===== src/rtl/popcnt_pkg.sv =====
// Shared types and default sizing for the popcount arbiter slice.
package popcnt_pkg;
  localparam int unsigned NUM_REQ_DEF      = 4;
  localparam int unsigned MAX_INFLIGHT_DEF = 8;
  localparam int unsigned ID_WIDTH         = $clog2(NUM_REQ_DEF);
  localparam int unsigned FIFO_AW          = $clog2(MAX_INFLIGHT_DEF);

  typedef enum logic {
    ST_IDLE   = 1'b0,
    ST_LOCKED = 1'b1
  } state_t;
endpackage


===== src/rtl/popcnt_tag_fifo.sv =====
// In-order requester-ID FIFO: one entry per vector started but not yet summed.
module popcnt_tag_fifo
  import popcnt_pkg::*;
#(
  parameter int unsigned WIDTH = ID_WIDTH,
  parameter int unsigned DEPTH = MAX_INFLIGHT_DEF
) (
  input  logic                     clk,
  input  logic                     rst,
  input  logic                     push,
  input  logic [WIDTH-1:0]         push_data,
  input  logic                     pop,
  output logic [WIDTH-1:0]         head,
  output logic                     full,
  output logic                     empty,
  output logic [$clog2(DEPTH):0]   count
);
  localparam int unsigned AW = $clog2(DEPTH);

  logic [WIDTH-1:0] mem [DEPTH];
  logic [AW-1:0]    wr_ptr;
  logic [AW-1:0]    rd_ptr;
  logic             do_push;
  logic             do_pop;
  logic [AW:0]      count_n;

  assign do_pop  = pop && !empty;
  // A simultaneous pop frees the slot, so a push into a full FIFO is then safe.
  assign do_push = push && (!full || do_pop);
  assign head    = mem[rd_ptr];

  always_comb begin
    count_n = count;
    if (do_push && !do_pop) count_n = count + 1'b1;
    else if (!do_push && do_pop) count_n = count - 1'b1;
  end

  always_ff @(posedge clk) begin
    if (rst) begin
      wr_ptr <= '0;
      rd_ptr <= '0;
      count  <= '0;
      full   <= 1'b0;
      empty  <= 1'b1;
    end else begin
      if (do_push) wr_ptr <= wr_ptr + 1'b1;
      if (do_pop)  rd_ptr <= rd_ptr + 1'b1;
      count <= count_n;
      full  <= (count_n == (AW+1)'(DEPTH));
      empty <= (count_n == '0);
    end
  end

  always_ff @(posedge clk) begin
    if (do_push) mem[wr_ptr] <= push_data;
  end
endmodule


===== src/rtl/popcnt_arbiter.sv =====
// Round-robin, vector-atomic sharing of one popcount datapath; returned sums
// are re-tagged with the owning requester via an in-order tag FIFO.
module popcnt_arbiter
  import popcnt_pkg::*;
#(
  parameter int unsigned NUM_REQ      = NUM_REQ_DEF,
  parameter int unsigned VECTOR_WIDTH = 160,
  parameter int unsigned OUTPUT_WIDTH = 16,
  parameter int unsigned MAX_INFLIGHT = MAX_INFLIGHT_DEF
) (
  input  logic                              clk,
  input  logic                              rst,
  input  logic [NUM_REQ*VECTOR_WIDTH-1:0]   i_ReqVector,
  input  logic [NUM_REQ-1:0]                i_ReqValid,
  input  logic [NUM_REQ-1:0]                i_ReqLast,
  output logic [NUM_REQ-1:0]                o_ReqReady,
  output logic [VECTOR_WIDTH-1:0]           o_CntVector,
  output logic                              o_CntValid,
  output logic                              o_CntLast,
  input  logic [OUTPUT_WIDTH-1:0]           i_CntSum,
  input  logic                              i_CntSumNew,
  output logic [OUTPUT_WIDTH-1:0]           o_Sum,
  output logic [$clog2(NUM_REQ)-1:0]        o_SumId,
  output logic                              o_SumValid,
  output logic                              o_Busy,
  output logic                              o_Error
);
  localparam int unsigned IDW = $clog2(NUM_REQ);
  localparam int unsigned AW  = $clog2(MAX_INFLIGHT);

  state_t                  state;
  logic [IDW-1:0]          owner;
  logic [IDW-1:0]          rr_ptr;
  logic [IDW:0]            pick;
  logic [IDW-1:0]          sel;
  logic                    accept;
  logic                    sel_last;
  logic [VECTOR_WIDTH-1:0] sel_word;
  logic                    push;
  logic                    fifo_full;
  logic                    fifo_empty;
  logic [AW:0]             fifo_count;
  logic [IDW-1:0]          fifo_head;

  // Returns {found, id} for the first valid requester at or after ptr.
  function automatic logic [IDW:0] rr_pick(input logic [NUM_REQ-1:0] valid,
                                           input logic [IDW-1:0]     ptr);
    logic [IDW:0]         res;
    logic [NUM_REQ-1:0]   sh;
    int unsigned          idx;
    res = '0;
    for (int unsigned i = 0; i < NUM_REQ; i++) begin
      idx = (32'(ptr) + i) % NUM_REQ;
      sh  = valid >> idx;
      if (!res[IDW] && sh[0]) res = {1'b1, IDW'(idx)};
    end
    return res;
  endfunction

  function automatic logic [IDW-1:0] next_id(input logic [IDW-1:0] id);
    return (id == IDW'(NUM_REQ - 1)) ? '0 : id + 1'b1;
  endfunction

  always_comb begin
    pick       = rr_pick(i_ReqValid, rr_ptr);
    o_ReqReady = '0;
    sel        = owner;
    if (state == ST_LOCKED) begin
      o_ReqReady = NUM_REQ'(1) << owner;
    end else begin
      sel = pick[IDW-1:0];
      if (pick[IDW] && !fifo_full) o_ReqReady = NUM_REQ'(1) << sel;
    end
    accept   = |(i_ReqValid & o_ReqReady);
    push     = accept && (state == ST_IDLE);
    sel_word = '0;
    sel_last = 1'b0;
    for (int unsigned r = 0; r < NUM_REQ; r++) begin
      if (sel == IDW'(r)) begin
        sel_word = i_ReqVector[r*VECTOR_WIDTH +: VECTOR_WIDTH];
        sel_last = i_ReqLast[r];
      end
    end
  end

  popcnt_tag_fifo #(
    .WIDTH (IDW),
    .DEPTH (MAX_INFLIGHT)
  ) u_tag_fifo (
    .clk       (clk),
    .rst       (rst),
    .push      (push),
    .push_data (sel),
    .pop       (i_CntSumNew),
    .head      (fifo_head),
    .full      (fifo_full),
    .empty     (fifo_empty),
    .count     (fifo_count)
  );

  always_ff @(posedge clk) begin
    if (rst) begin
      state       <= ST_IDLE;
      owner       <= '0;
      rr_ptr      <= '0;
      o_CntVector <= '0;
      o_CntValid  <= 1'b0;
      o_CntLast   <= 1'b0;
      o_Sum       <= '0;
      o_SumId     <= '0;
      o_SumValid  <= 1'b0;
      o_Busy      <= 1'b0;
      o_Error     <= 1'b0;
    end else begin
      o_CntValid <= accept;
      o_CntLast  <= accept && sel_last;
      if (accept) o_CntVector <= sel_word;

      if (accept) begin
        if (sel_last) begin
          state  <= ST_IDLE;
          rr_ptr <= next_id(sel);
        end else if (state == ST_IDLE) begin
          state <= ST_LOCKED;
          owner <= sel;
        end
      end

      o_SumValid <= i_CntSumNew && !fifo_empty;
      if (i_CntSumNew && !fifo_empty) begin
        o_Sum   <= i_CntSum;
        o_SumId <= fifo_head;
      end
      if (i_CntSumNew && fifo_empty) o_Error <= 1'b1;

      o_Busy <= (state == ST_LOCKED) || (fifo_count != '0);
    end
  end
endmodule


===== config.mk =====
export PLATFORM = sky130hd
export DESIGN_NAME = popcnt_arbiter
export DESIGN_NICKNAME = d
export VERILOG_FILES = /design/src/rtl/popcnt_pkg.sv /design/src/rtl/popcnt_tag_fifo.sv /design/src/rtl/popcnt_arbiter.sv
export SDC_FILE = /design/constraint.sdc
export NUM_CORES = 1
export LEC_CHECK = 0
export CAP_MARGIN = 20
export CORE_AREA = 4 4 328 330
export CTS_CLUSTER_SIZE = 24
export DETAILED_ROUTE_END_ITERATION = 8
export DIE_AREA = 0 0 332 334
export HOLD_SLACK_MARGIN = 0.02
export SLEW_MARGIN = 20
export SYNTH_ARGS = -nofsm -noshare
export SYNTH_HDL_FRONTEND = slang
export SYNTH_SLANG_ARGS = --single-unit

===== constraint.sdc =====
create_clock -name clk -period 4.4 [get_ports clk]
set_input_delay 1.32 -clock clk [delete_from_list [all_inputs] [get_ports clk]]
set_output_delay 1.32 -clock clk [all_outputs]
set_load 0.02 [all_outputs]

## Word-level counts from Yosys, hierarchy flattened

Memories as Yosys holds them, arrays and structs flattened. A register that Yosys moved wholly into a read port is not among the register bits.
Cells that the tools add are included.

- $add $sub $neg: 8
- Equality and inequality tests: 4
- Shifts and indexed selects: 6
- Muxes and demuxes: 21
- Bitwise logic cells: 3
- Reductions and logical operators: 26

Operators with widths:

| cell | number |
|---|---|
| $mux W160 | 4 |
| $mux W4 | 4 |
| $shr A4 B2 Y1 | 4 |
| $mux W3 | 4 |
| $logic_and A1 B1 Y1 | 11 |
| $shl A1 B2 Y4 const A | 2 |
| $logic_not A1 Y1 | 7 |
| $mux W1 | 7 |
| $add A3 B1 Y3 const B | 2 |
| $add A2 B1 Y2 const B | 2 |
| $add A2 B2 Y2 const B | 2 |
| $add A4 B1 Y4 const B | 1 |
| $and A4 B4 Y4 | 1 |
| $eq A2 B2 Y1 const B | 2 |
| $eq A4 B4 Y1 const B | 1 |
| $logic_not A4 Y1 | 1 |
| $mux W2 | 2 |
| $reduce_bool A4 Y1 | 1 |
| $reduce_or A4 Y1 | 1 |
| $sub A4 B1 Y4 const B | 1 |
| $reduce_and A3 Y1 | 1 |
| $eq A2 B1 Y1 const B | 1 |
| $logic_not A2 Y1 | 1 |
| $logic_or A1 B1 Y1 | 2 |
| 2 further kinds | 3 |

- Flip-flop bits (word level): 198
- Memory bits (writable): 16
- Input bits: 667
- Output and inout bits: 187
- Word-level logic and storage cells: 84
- Memories: 1

Memory list:

| memory | depth | bits a word | rd ports | clocked after Yosys merged registers in | write ports | line | text |
|---|---|---|---|---|---|---|---|
| u_tag_fifo.mem | 8 | 2 | 1 | 1 | 1 | popcnt_tag_fifo.sv:20 | `logic [WIDTH-1:0] mem [DEPTH];` |

## Longest topological paths before layout

Gate-level depths: netlist of run 1.

- Depth in word-level cells: 23
- Mapped depth: 15
- Mapped depth without buffers: 12

## By module

From an unflattened synthesis of run 1, not the netlist that was laid out.

- Cell total of the unflattened synthesis: 1551
- Area total of the unflattened synthesis: 12398.1 µm²

Modules (own cells, without submodules):

| module | times used | cells an instance | area each (µm²) | seq. area each (µm²) |
|---|---|---|---|---|
| popcnt_arbiter | 1 | 1449 | 11101.9 | 3763.6 |
| popcnt_tag_fifo | 1 | 102 | 1296.2 | 780.7 |

## Worst setup path after synthesis of run 1

OpenSTA, ideal clock, no wires.

- Path type: input to register
- Start point: in i_ReqValid[2]
- End point: reg o_CntVector[17]
- Library setup time: 86 ps
- Arrival: 3797 ps
- Required time: 4314 ps
- Slack: 517 ps
- Cell stages on the path: 14
- Buffers on the path: 3
- Path through: nor2b_1 -> o21a_1 -> o41a_1 -> inv_1 -> ha_1 -> clkbuf_1 -> clkbuf_1 -> clkbuf_1 -> nand2_1 -> a21oi_1 -> a21oi_1 -> nor2_1 -> a21oi_1 -> a211oi_1

- Word-level cells in the longest chain between the ends: 17
- Elaborated cells on any way between the ends: 29
- Those cells by class: 3 x eq/ne; 5 x shift; 11 x mux; 1 x bitwise; 9 x reduce/logical

RTL lines:

| what | line | text |
|---|---|---|
| start, declared | popcnt_arbiter.sv:14 | `input logic [NUM_REQ-1:0] i_ReqValid,` |
| $shr A4 B2 Y1 | popcnt_arbiter.sv:54 | `sh = valid >> idx;` |
| $mux W3 | popcnt_arbiter.sv:55 | `if (!res[IDW] && sh[0]) res = {1'b1, IDW'(idx)};` |
| $logic_not A1 Y1 | popcnt_arbiter.sv:55 |  |
| $logic_and A1 B1 Y1 | popcnt_arbiter.sv:55 |  |
| $mux W3 | popcnt_arbiter.sv:55 |  |
| $logic_not A1 Y1 | popcnt_arbiter.sv:55 |  |
| $logic_and A1 B1 Y1 | popcnt_arbiter.sv:55 |  |
| $mux W3 | popcnt_arbiter.sv:55 |  |
| $logic_not A1 Y1 | popcnt_arbiter.sv:55 |  |
| $logic_and A1 B1 Y1 | popcnt_arbiter.sv:55 |  |
| $mux W3 * | popcnt_arbiter.sv:55 |  |
| $mux W2 * | popcnt_arbiter.sv:68 | `if (state == ST_LOCKED) begin` |
| via sel[0] | popcnt_arbiter.sv:35 | `logic [IDW-1:0] sel;` |
| $logic_not A2 Y1 | popcnt_arbiter.sv:79 | `if (sel == IDW'(r)) begin` |
| $mux W160 (3 in a row) | popcnt_arbiter.sv:79 |  |
| $mux W160 * | popcnt_arbiter.sv:79 |  |
| end signal, assigned | popcnt_arbiter.sv:117 | `if (accept) o_CntVector <= sel_word;` |
| end, declared | popcnt_arbiter.sv:17 | `output logic [VECTOR_WIDTH-1:0] o_CntVector,` |

Mark *: on every way through the listed nets, which the timed path passes. The rest lies on a longest branch.
A chain may end at the register's enable or synchronous reset.

## Worst setup path in the final report of run 1

- Start point: in i_ReqValid[2]
- End point: out o_ReqReady[1]

- Word-level cells in the longest chain between the ends: 14
- Elaborated cells on any way between the ends: 18
- Those cells by class: 5 x shift; 6 x mux; 7 x reduce/logical

RTL lines:

| what | line | text |
|---|---|---|
| $shr A4 B2 Y1 | popcnt_arbiter.sv:54 |  |
| $mux W3 | popcnt_arbiter.sv:55 |  |
| $logic_not A1 Y1 | popcnt_arbiter.sv:55 |  |
| $logic_and A1 B1 Y1 | popcnt_arbiter.sv:55 |  |
| $mux W3 | popcnt_arbiter.sv:55 |  |
| $logic_not A1 Y1 | popcnt_arbiter.sv:55 |  |
| $logic_and A1 B1 Y1 | popcnt_arbiter.sv:55 |  |
| $mux W3 | popcnt_arbiter.sv:55 |  |
| $logic_not A1 Y1 | popcnt_arbiter.sv:55 |  |
| $logic_and A1 B1 Y1 | popcnt_arbiter.sv:55 |  |
| $mux W3 * | popcnt_arbiter.sv:55 |  |
| $shl A1 B2 Y4 or $logic_and A1 B1 Y1 (tied branches) | popcnt_arbiter.sv:72 | `if (pick[IDW] && !fifo_full) o_ReqReady = NUM_REQ'(1) << sel;` |
| $mux W4 * | popcnt_arbiter.sv:72 |  |
| $mux W4 * | popcnt_arbiter.sv:68 |  |
| end, declared | popcnt_arbiter.sv:16 | `output logic [NUM_REQ-1:0] o_ReqReady,` |

Every way passes the cells marked *; elsewhere a longest branch is shown, timed or not.

==> results of run 1 <==
-- kinds of logic after synthesis --
group	Yosys count	synth area share (%)
XOR/XNOR	6	0.386
adder cells (fa/ha/maj)	9	0.827
buffers and inverters	200	6.25
AND/OR/NAND/NOR	750	25.8
flip-flops	216	33.0
AO/OA/AOI/OAI	691	32.7
multiplexers	9	1.12
-- how the worst min path moves through the flow --
stage | cells past startpoint | end | slack [ps] | from
after floorplan | 2 | o_Busy | 470 | u_tag_fifo.count[3]
after global placement | 2 | o_Sum[10] | 440 | o_Sum[10]
after detailed placement | 2 | o_Sum[10] | 450 | o_Sum[10]
after CTS | 2 | o_Sum[10] | 450 | o_Sum[10]
after global routing | 2 | o_Sum[3] | 470 | o_Sum[3]
final | 2 | o_Sum[0] | 450 | o_Sum[0]
-- registers in the layout, summed over array words and instances, names as in the netlist, 2 cells and up --
signal and count:
o_CntVector 160, o_Sum 16, o_SumId 2, owner 2, rr_ptr 2, u_tag_fifo.count 4, u_tag_fifo.mem 16, u_tag_fifo.rd_ptr 3
u_tag_fifo.wr_ptr 3
-- report_power, final --
group	internal, W	switching, W
registers	0.00294	0.000526
clock network	0.00147	0.00100
logic	0.00659	0.00876
total	0.0110	0.0103
-- per-layer routing --
layer	track usage (%)	wire (µm)	up-vias
met2	24.8	40500	657
met3	3.48	5790	85
met5	0	35	-
met4	3.40	1770	6
li1	-	-	8406
met1	17.8	36100	7740
-- worst min-delay path, cell delays in order (launching register included) --
cell     delay [ps]
dfxtp_1         300
nand2_1          50
a21oi_1          50
-- metrics by stage --
stage               power [W]  setup WS (ps)  cell area, µm²  hold slack (ps)
floorplan              0.0119            517           13600              468
global placement       0.0190           -407           24800              441
detailed placement     0.0191           -395           24800              445
CTS                    0.0217           28.3           25900              454
global route           0.0230           6.96           25900              468
finish                 0.0213           88.2           25900              453
-- cells in the final DEF (no fill, tap or decap), drive strengths merged, types with 2 or more instances in the layout --
cell type / Yosys / final
clkdlybuf4s50: 0 / 848
a21oi: 501 / 501
nor2: 343 / 343
nand2: 212 / 212
dfxtp: 200 / 200
buf: 59 / 188
a211oi: 165 / 165
nand3b: 160 / 160
clkbuf: 133 / 40
edfxtp: 16 / 16
inv: 8 / 11
clkinv: 0 / 10
ha: 9 / 9
nor3: 8 / 8
nor2b: 7 / 7
mux4: 5 / 5
nand2b: 5 / 5
mux2i: 4 / 4
o21ai: 4 / 4
xor2: 3 / 3
nand3: 3 / 3
o22ai: 3 / 3
xnor2: 3 / 3
a211o: 3 / 3
clkinvlp: 0 / 3
or2: 3 / 3
diode: 0 / 2
and3: 2 / 2
or3: 2 / 2
o32ai: 2 / 2
bufinv: 0 / 2
nor4: 2 / 2
-- timing repair --
| item | in CTS | in global routing |
|---|---|---|
| gates cloned | 0 | 0 |
| pin swaps | 0 | 0 |
| setup endpoints to repair | 4 | 5 |
| gates resized for setup | 6 | 11 |
-- area by class of cell --
| type | count | area (µm²) | share of cell area, % |
|---|---|---|---|
| repair buffers | 1040 | 10200 | 39.6 |
| well taps | 1391 | 1740 | 6.73 |
| clock buffers | 37 | 838 | 3.24 |
| multi-input cells | 1465 | 8360 | 32.3 |
| clock inverters | 18 | 170 | 0.658 |
| diodes | 2 | 5.00 | 0.0193 |
| inverters | 8 | 30.0 | 0.116 |
| flip-flops and latches | 216 | 4480 | 17.3 |
==> results.tsv, run 1 <==
stage	metric	value	unit
run_status	status	completed	
sta	RSZ-0062 raised after global routing	no	
setup_path	reg2reg path depth	14	
sta	Hold Vio Cnt, Final	0	
sta	setup tns final	0	ps
drt	DRT iter0 DRCs	921	
clocking	root buffer cell	clkbuf_16	
final_layout	fraction of layout cells with a size suffix above 1	13.0	%
yosys	syn_nets	2557	
pwr	pwr dens	823	nW/µm²
setup_path	crit path from	i_ReqValid[2]	
pwr	Peak VDD IR	0.343	mV
setup_path	crit path cell chain	clkdlybuf4s50_1, nor2b_1, o21a_1, nor3_4, nand3_1, o21ai_0, clkdlybuf4s15_1	
die	Starting Density	13.0	%
grt	number of global-route vias before repair	16700	
setup_path	WP data required	3080	ps
die	Row Count	119	
yosys	cell taking the most area after synthesis	dfxtp_1	
clocking	Clock Path Buffers	3	
pwr	Leak Pwr	9.29	nW
grt	first-pass GRT wire length	118000	µm
clocking	CTS clk-pin slew, worst paths	60	ps
placement	Placed Cells	4120	
setup_path	Slowest cell on crit path	clkdlybuf4s50_1	
final_layout	post-layout util	24.7	%
setup_path	FF-to-FF setup slack	1370	ps
yosys	share of the synthesized area in the top cell type	29.4	%
yosys	prevailing post-synth register cell	dfxtp_1	
yosys	yosys warns	0	
setup_path	end of the worst register-to-register path	o_CntVector[20]	
setup_path	r2r startpoint	rr_ptr[0]	
sta	Slew @ Worst Pin	868	ps
setup_path	crit-path leading delay family	buffers and inverters	
clocking	Worst-Skew Late Latency	580	ps
clocking	CTS tree	built	
hold_path	Hold WC Path Type	register to register	
drt	via-per-instance ratio	4.04	
setup_path	worst-path maximum fanout	5	
placement	post-detail-place hpwl	70300	µm
final_layout	Non-Filler Instances	4177	
setup_path	worst setup path endpoint	o_ReqReady[1]	
clocking	CTS H-Tree Depth	1	
clocking	clk sink count	216	
yosys	top post-synthesis cells by area	dfxtp_1 29%, a21oi_1 18%, nor2_1 9.5%	
die	die area	111000	µm²
yosys	sequential area share after synthesis	33.0	%
sta	slew margin rel.	42.1	%
setup_path	CP Depth	7	
drt	Residual DRC	0	
sta	Max Fclk	0.232	GHz
placement	PortBufs	853	
grt	Total GRT Usage	14.3	%
yosys	mapped cell area	13600	µm²
yosys	number of synthesized flops with an enable pin	16	
setup_path	Bufs and invs on worst path	2	
yosys	Async S/R FF share, synth	0	%
setup_path	Largest stage delay, worst path	460	ps
sta	Slew Viols, Final	0	
drt	via count	16900	
sta	skew final	11.6	ps
final_layout	Synth-to-Final Area Change	90.1	%
grt	largest net degree at the start of global routing	92	
yosys	top post-synthesis cells by count	501 x a21oi_1, 343 x nor2_1, 212 x nand2_1	
yosys	synthesis-stage register bit count	216	
grt	initial antenna violation count	13	
placement	Final GP Congestion	0.925	
grt	global route overflow	0	
drt	antenna-violating nets left	0	
yosys	Avg Cell Area, Syn	7.24	µm²
drt	post-DR wirelength/cell	20.1	µm
sta	Setup violations, final	0	
die	core footprint	105000	µm²
job	maxcap violations	0	
setup_path	Critical Path AT	2990	ps
setup_path	CP startpoint kind	input pin	
setup_path	critical path class	input pin to output port	
final_layout	Fill cells	11500	
final_layout	Nets	3437	
clocking	Post-CTS Setup Repair Bufs	0	
die	Die Span Y	334	µm
die	chip width	332	µm
clocking	TritonCTS buffer count	30	
yosys	Syn Inst Count	1881	
sta	final worst path period share	98.0	%
drt	first-pass iteration count of the detailed router	5	
sta	fin crit period	4310	ps
yosys	Cell variety after synth	51	
setup_path	Critical Path End Type	output port	
yosys	top-count cell post-synth	a21oi_1	
die	Ports	854	
clocking	Post-CTS Hold Buffers	0	
drt	Post-Route WL	84100	µm
(Power assumes the default switching activity.)
==> inputs of run 2 (changes only) <==
--- a/config.mk
+++ b/config.mk
@@ -11,6 +11,7 @@
 export DETAILED_ROUTE_END_ITERATION = 8
 export DIE_AREA = 0 0 332 334
 export HOLD_SLACK_MARGIN = 0.02
+export SKIP_CTS_REPAIR_TIMING = 1
 export SLEW_MARGIN = 20
 export SYNTH_ARGS = -nofsm -noshare
 export SYNTH_HDL_FRONTEND = slang
==> run 2 against run 1 <==
  * Sequential share of layout area barely moved
  * Register-to-register slack about the same
  * Global-route usage about the same
  * Maximum frequency up 0.57%
  * Utilization barely moved
  * Total power about the same
  * Non-clock buffer count unchanged
  * Routed wire length hardly changed
  * Count of clock-buffer cells in the layout unchanged
  * Via count about the same
  * Die area stayed put
  * Critical path type unchanged
  * Critical endpoint is now o_ReqReady[2]
==> results.tsv, run 2 (synthesis results as in run 1) <==
stage	metric	value	unit	change
pwr	Peak VDD IR	0.343	mV	about the same
placement	post-detail-place hpwl	70300	µm	unchanged
die	chip width	332	µm	unchanged
pwr	design internal power	0.0110	W	+0.12%
clocking	CTS H-Tree Depth	1		unchanged
sta	Max Fclk	0.233	GHz	+0.57%
placement	PortBufs	853		unchanged
sta	final worst path period share	97.4	%	-0.55 points
die	Row Count	119		unchanged
final_layout	Non-Filler Instances	4177		unchanged
grt	number of global-route vias before repair	16700		unchanged
drt	first-pass iteration count of the detailed router	5		unchanged
run_status	status	completed		
pwr	Leak Pwr	9.34	nW	+0.57%
sta	Slew @ Worst Pin	864	ps	-4.23 ps
sta	hold slack	453	ps	+0.0120 ps
grt	first-pass GRT wire length	118000	µm	unchanged
sta	RSZ-0062 raised after global routing	no		
final_layout	Largest Register	o_CntVector		
sta	slew margin rel.	42.4	%	+0.28 points
placement	Placed Cells	4120		unchanged
final_layout	commonest non-fill, non-tap cell in the layout	clkdlybuf4s50_1		
sta	Hold Vio Cnt, Final	0		unchanged
pwr	clock network fraction of design power	11.6	%	about the same
setup_path	WP data required	3080	ps	about the same
clocking	clk sink count	216		unchanged
final_layout	cell area after layout	25900	µm²	about the same
pwr	Comb pwr share	72.1	%	about the same
sta	setup tns final	0	ps	unchanged
pwr	pwr dens	823	nW/µm²	about the same
drt	via count	16900		+0.012%
setup_path	worst-path maximum fanout	5		unchanged
final_layout	Nets	3437		unchanged
clocking	root buffer cell	clkbuf_16		
pwr	Switching Share	48.3	%	about the same
placement	Post-DP Area	24800	µm²	unchanged
clocking	Worst-Skew Late Latency	580	ps	about the same
sta	skew final	12.0	ps	+0.388 ps
pwr	Psw	0.0103	W	about the same
die	Die Span Y	334	µm	unchanged
die	Ports	854		unchanged
grt	initial antenna violation count	13		unchanged
drt	DRT iter0 DRCs	942		+2.3%
pwr	power share of the sequential group	16.3	%	about the same
die	core footprint	105000	µm²	unchanged
setup_path	CP startpoint kind	input pin		
drt	Post-Route WL	84200	µm	about the same
final_layout	fraction of layout cells with a size suffix above 1	12.9	%	-0.11 points
final_layout	most frequent cells in the layout	848 x clkdlybuf4s50_1, 500 x a21oi_1, 343 x nor2_1		
final_layout	Largest regs	o_CntVector x160, o_Sum x16, u_tag_fifo.mem x16		
die	Starting Density	13.0	%	unchanged
hold_path	Hold WC Path Type	register to register		
drt	Residual DRC	0		unchanged
setup_path	Critical Path AT	2970	ps	-20 ps
die	die area	111000	µm²	unchanged
grt	largest net degree at the start of global routing	92		unchanged
clocking	TritonCTS buffer count	30		unchanged
final_layout	Fill cells	11500		-0.017%
final_layout	Synth-to-Final Area Change	90.2	%	about the same
clocking	CTS tree	built		
clocking	CTS clk-pin slew, worst paths	60	ps	about the same
setup_path	critical path class	input pin to output port		
drt	post-DR wirelength/cell	20.1	µm	about the same
sta	Setup violations, final	0		unchanged
sta	Slew Viols, Final	0		unchanged
placement	Final GP Congestion	0.925		unchanged
grt	Total GRT Usage	14.3	%	about the same
drt	via-per-instance ratio	4.05		about the same
clocking	Clock Path Buffers	3		unchanged
drt	antenna-violating nets left	0		unchanged
job	maxcap violations	0		unchanged
sta	fin crit period	4290	ps	-24.4 ps
final_layout	max FFs per register	160		unchanged
setup_path	Critical Path End Type	output port		
grt	global route overflow	0		unchanged
[run 2: final cells by class]
class,count,area [µm²],area share [%]
inverter,8,30.0,0.116
timing repair buffer,1040,10300,39.7
multi-input combinational,1465,8350,32.3
sequential,216,4480,17.3
clock inverter,18,170,0.657
clock buffer,37,838,3.24
tap,1391,1740,6.72
antenna,2,5.00,0.0193
[run 2: layer usage]
metal | up-vias | GRT usage [%] | part of all wire (%)
met5 | - | 0 | 0.042
met4 | 6 | 3.40 | 2.1
met3 | 87 | 3.48 | 6.8
met2 | 664 | 24.8 | 48
met1 | 7739 | 17.8 | 43
li1 | 8400 | - | -
[run 2: worst paths after layout]
path                                    start               to  slack, ps  cells past startpoint
worst max-delay path            i_ReqValid[2]    o_ReqReady[2]        110                      6
worst min-delay path                 o_Sum[0]         o_Sum[0]        450                      2
worst max register to register      rr_ptr[0]  o_CntVector[20]       1360                     14
worst min register to register       o_Sum[0]         o_Sum[0]        450                      2
[run 2: metrics by stage]
step	setup WS (ps)	total power (W)	utilization (%)
2_1_floorplan	517	0.0119	-
3_3_place_gp	-407	0.0190	23.7
3_5_place_dp	-395	0.0191	23.7
4_1_cts	-287	0.0217	24.7
5_1_grt	12.5	0.0230	24.7
6_report	113	0.0213	24.7
[run 2: critical path, stage by stage]
cell and delay [ps]:
clkdlybuf4s50_1 520, nor2b_1 240, o21a_1 220, nor3_4 80, o32ai_1 300, dlymetal6s2s_1 280
[run 2: power by group through the flow]
stage	clock, W	sequential, W	combinational [W]
6_report	0.00247	0.00347	0.0154
5_1_grt	0.00266	0.00360	0.0168
3_5_place_dp	0	0.00351	0.0156
2_1_floorplan	0	0.00442	0.00744
3_3_place_gp	0	0.00348	0.0155
4_1_cts	0.00259	0.00348	0.0156
==> inputs of run 3 (changes only) <==
--- a/config.mk
+++ b/config.mk
@@ -6,13 +6,15 @@
 export NUM_CORES = 1
 export LEC_CHECK = 0
 export CAP_MARGIN = 20
-export CORE_AREA = 4 4 328 330
+export CORE_AREA = 4 4 326 328
+export CTS_BUF_LIST = sky130_fd_sc_hd__clkbuf_2
 export CTS_CLUSTER_SIZE = 24
 export DETAILED_ROUTE_END_ITERATION = 8
-export DIE_AREA = 0 0 332 334
+export DIE_AREA = 0 0 330 332
 export HOLD_SLACK_MARGIN = 0.02
 export SKIP_CTS_REPAIR_TIMING = 1
 export SLEW_MARGIN = 20
 export SYNTH_ARGS = -nofsm -noshare
 export SYNTH_HDL_FRONTEND = slang
+export SYNTH_HIERARCHICAL = 1
 export SYNTH_SLANG_ARGS = --single-unit
==> run 3 against run 2 <==
  * Via count shrank 6.0%
  * Register-to-register slack worse by 190 ps
  * Sequential cell count grew 3
  * Count of clock-buffer cells in the layout is 64 higher
  * Cell count fell by 6.2%
  * Clock skew increased by 83 ps
  * Die area fell by 1.2%
  * Final area is 6.0% lower
  * Combinational power fell by 12%
  * Non-clock buffer count shrank 14
  * Clock power down 29%
  * Highest routed layer unchanged
==> results.tsv, run 3 <==
stage	metric	value	unit	change
setup_path	reg2reg path depth	14		unchanged
placement	Final GP Congestion	0.910		-1.6%
die	Starting Density	12.0	%	-0.97 points
die	Die Span Y	332	µm	-0.60%
sta	fin crit period	4140	ps	-150 ps
yosys	synthesis-stage register bit count	219		+1.4%
pwr	Leak Pwr	8.81	nW	-5.8%
pwr	Peak VDD IR	0.359	mV	+4.8%
hold_path	worst hold endpoint	o_Sum[14]		
yosys	top post-synthesis cells by area	dfxtp_1 33%, a221oi_1 11%, a211oi_1 8.9%		
final_layout	post-layout util	23.6	%	-1.1 points
sta	Slew @ Worst Pin	835	ps	-28.9 ps
setup_path	WP data required	3080	ps	about the same
yosys	top post-synthesis cells by count	203 x dfxtp_1, 186 x a21oi_1, 186 x nor2_1		
sta	slew margin rel.	44.3	%	+1.9 points
drt	first-pass iteration count of the detailed router	5		unchanged
yosys	Async S/R FF share, synth	0	%	unchanged
setup_path	critical path class	input pin to output port		
pwr	Switching Share	48.5	%	+0.19 points
setup_path	r2r startpoint	rr_ptr[0]		
job	maxcap violations	0		unchanged
placement	PortBufs	853		unchanged
yosys	sequential area share after synthesis	36.7	%	+3.7 points
placement	Post-DP Area	23600	µm²	-5.0%
sta	skew final	95.5	ps	+83.5 ps
clocking	CTS tree	built		
final_layout	Nets	3154		-8.2%
placement	Placement Setup Slack	-410	ps	-15.5 ps
setup_path	CP startpoint kind	input pin		
pwr	Comb pwr share	73.5	%	+1.4 points
yosys	Syn Inst Count	1551		-18%
setup_path	FF-to-FF setup slack	1170	ps	-190 ps
drt	DRT iter0 DRCs	840		-11%
die	die area	110000	µm²	-1.2%
yosys	prevailing post-synth register cell	dfxtp_1		
final_layout	Largest regs	o_CntVector x160, o_Sum x16, u_tag_fifo/mem x16		
hold_path	hold depth	2		unchanged
final_layout	most frequent cells in the layout	844 x clkdlybuf4s50_1, 203 x dfxtp_1, 186 x a21oi_1, 186 x nor2_1, 166 x nor3_1		
sta	Max Fclk	0.242	GHz	+3.6%
yosys	top-count cell post-synth	dfxtp_1		
drt	via count	15900		-6.0%
die	core footprint	103000	µm²	-1.5%
clocking	root buffer cell	clkbuf_2		
setup_path	Critical Path End Type	output port		
run_status	status	completed		
sta	final setup margin	263	ps	+150 ps
grt	number of global-route vias before repair	15700		-5.8%
sta	Setup violations, final	0		unchanged
sta	Hold Vio Cnt, Final	0		unchanged
hold_path	startpoint of the worst hold path	o_Sum[14]		
final_layout	Fill cells	11300		-2.1%
final_layout	cell area after layout	24300	µm²	-6.0%
drt	antenna-violating nets left	0		unchanged
yosys	Cell variety after synth	55		+7.8%
sta	RSZ-0062 raised after global routing	no		
setup_path	end of the worst register-to-register path	o_CntVector[117]		
grt	first-pass GRT wire length	111000	µm	-5.5%
pwr	power share of the sequential group	17.0	%	+0.7 points
drt	Residual DRC	0		unchanged
final_layout	Largest Register	o_CntVector		
grt	Total GRT Usage	14.1	%	-0.22 points
yosys	number of synthesized flops with an enable pin	16		unchanged
final_layout	fraction of layout cells with a size suffix above 1	13.1	%	+0.20 points
setup_path	worst-path maximum fanout	5		unchanged
pwr	clock network fraction of design power	9.5	%	-2.1 points
die	chip width	330	µm	-0.60%
drt	post-DR wirelength/cell	21.0	µm	+4.0%
die	Row Count	118		-0.84%
drt	via-per-instance ratio	4.05		+0.16%
yosys	mapped cell area	12400	µm²	-8.9%
placement	post-detail-place hpwl	67500	µm	-3.9%
yosys	cell taking the most area after synthesis	dfxtp_1		
clocking	TritonCTS buffer count	71		+140%
hold_path	Hold WC Path Type	register to register		
clocking	Clock Path Buffers	3		unchanged
clocking	CTS H-Tree Depth	3		+2
sta	Slew Viols, Final	0		unchanged
die	Ports	854		unchanged
setup_path	Critical Path AT	2820	ps	-150 ps
pwr	pwr dens	760	nW/µm²	-7.7%
grt	global route overflow	0		unchanged
pwr	design internal power	0.00953	W	-14%
final_layout	max FFs per register	160		unchanged
final_layout	Synth-to-Final Area Change	96.2	%	
grt	initial antenna violation count	26		+13
yosys	share of the synthesized area in the top cell type	32.8	%	+3.4 points
clocking	clk sink count	219		+1.4%
drt	Post-Route WL	82100	µm	-2.4%
yosys	yosys warns	6		+6
clocking	CTS clk-pin slew, worst paths	80	ps	+20 ps
yosys	syn_nets	2226		-13%
pwr	total chip power	0.0185	W	-13%
clocking	Worst-Skew Late Latency	1020	ps	+440 ps
sta	final worst path period share	94.0	%	-3.4 points
final_layout	commonest non-fill, non-tap cell in the layout	clkdlybuf4s50_1		
grt	largest net degree at the start of global routing	102		+11%
pwr	Psw	0.00897	W	-13%
yosys	Avg Cell Area, Syn	7.99	µm²	+10%
-- run 3: cell count changes after synthesis, moves of 20 or more --
cell,delta
nor3_1,+159
nor2_1,-157
nand2_1,-158
a211oi_1,+82
a21oi_1,-315
a221oi_1,+159
nor2b_1,+160
nand3b_1,-159
a211oi_2,-84
buf_2,+20
-- run 3: critical path, cell delays in order --
cell,delay (ps)
dlymetal6s2s_1,180
nor2b_2,190
buf_4,140
a211o_1,300
o211a_2,170
o32ai_2,220
buf_4,170
buf_12,120
-- run 3: final cells by class --
class / count / area (µm²) / area share [%]
sequential: 219 / 4540 / 18.7
antenna: 10 / 25.0 / 0.103
multi-input combinational: 1152 / 7190 / 29.6
tap: 1380 / 1730 / 7.10
clock inverter: 22 / 139 / 0.571
timing repair buffer: 1026 / 10200 / 41.8
inverter: 9 / 33.8 / 0.139
clock buffer: 101 / 505 / 2.08
-- run 3: through the flow --
step,TNS [ps],instances,hold slack (ps)
CTS,-369,3909,463
global route,0,3913,473
finish,0,3919,459
global placement,-11280,3786,442
detailed placement,-11520,3786,450
floorplan,0,1551,454
-- run 3: power groups by stage --
stage                     clock (W)  combinational, W  sequential, W
after floorplan                   0           0.00649        0.00381
after global placement            0            0.0137        0.00316
final                       0.00176            0.0136        0.00314
after detailed placement          0            0.0138        0.00318
after CTS                   0.00192            0.0139        0.00314
after global routing        0.00201            0.0149        0.00323
-- run 3: kinds of logic (layout without fill, tap and decap cells) --
group	count (synthesis)	in the layout	share of synthesized area (%)
buffers and inverters	180	1158	6.13
XOR/XNOR	6	6	0.424
AND/OR/NAND/NOR	595	595	23.7
flip-flops	219	219	36.7
AO/OA/AOI/OAI	532	532	30.9
multiplexers	11	11	1.41
adder cells (fa/ha/maj)	8	8	0.807
other	0	10	0
-- run 3: worst max-delay path by stage --
stage / slack, ps / from / endpoint / cells after the start
final: 260 / i_ReqValid[2] / o_ReqReady[0] / 8
after global routing: 180 / rr_ptr[0] / o_ReqReady[2] / 7
after CTS: -210 / i_ReqValid[3] / o_ReqReady[2] / 8
after detailed placement: -410 / i_ReqValid[2] / o_CntVector[151] / 12
after global placement: -430 / i_ReqValid[2] / o_CntVector[147] / 15
after floorplan: 470 / i_ReqValid[0] / o_CntVector[10] / 15
-- run 3: metal layers --
| layer | vias up | wire [µm] | track usage [%] |
|---|---|---|---|
| met2 | 709 | 39000 | 23.7 |
| li1 | 7737 | - | - |
| met3 | 120 | 8240 | 5.40 |
| met5 | - | 159 | 0 |
| met1 | 7288 | 32900 | 16.6 |
| met4 | 24 | 1920 | 3.98 |
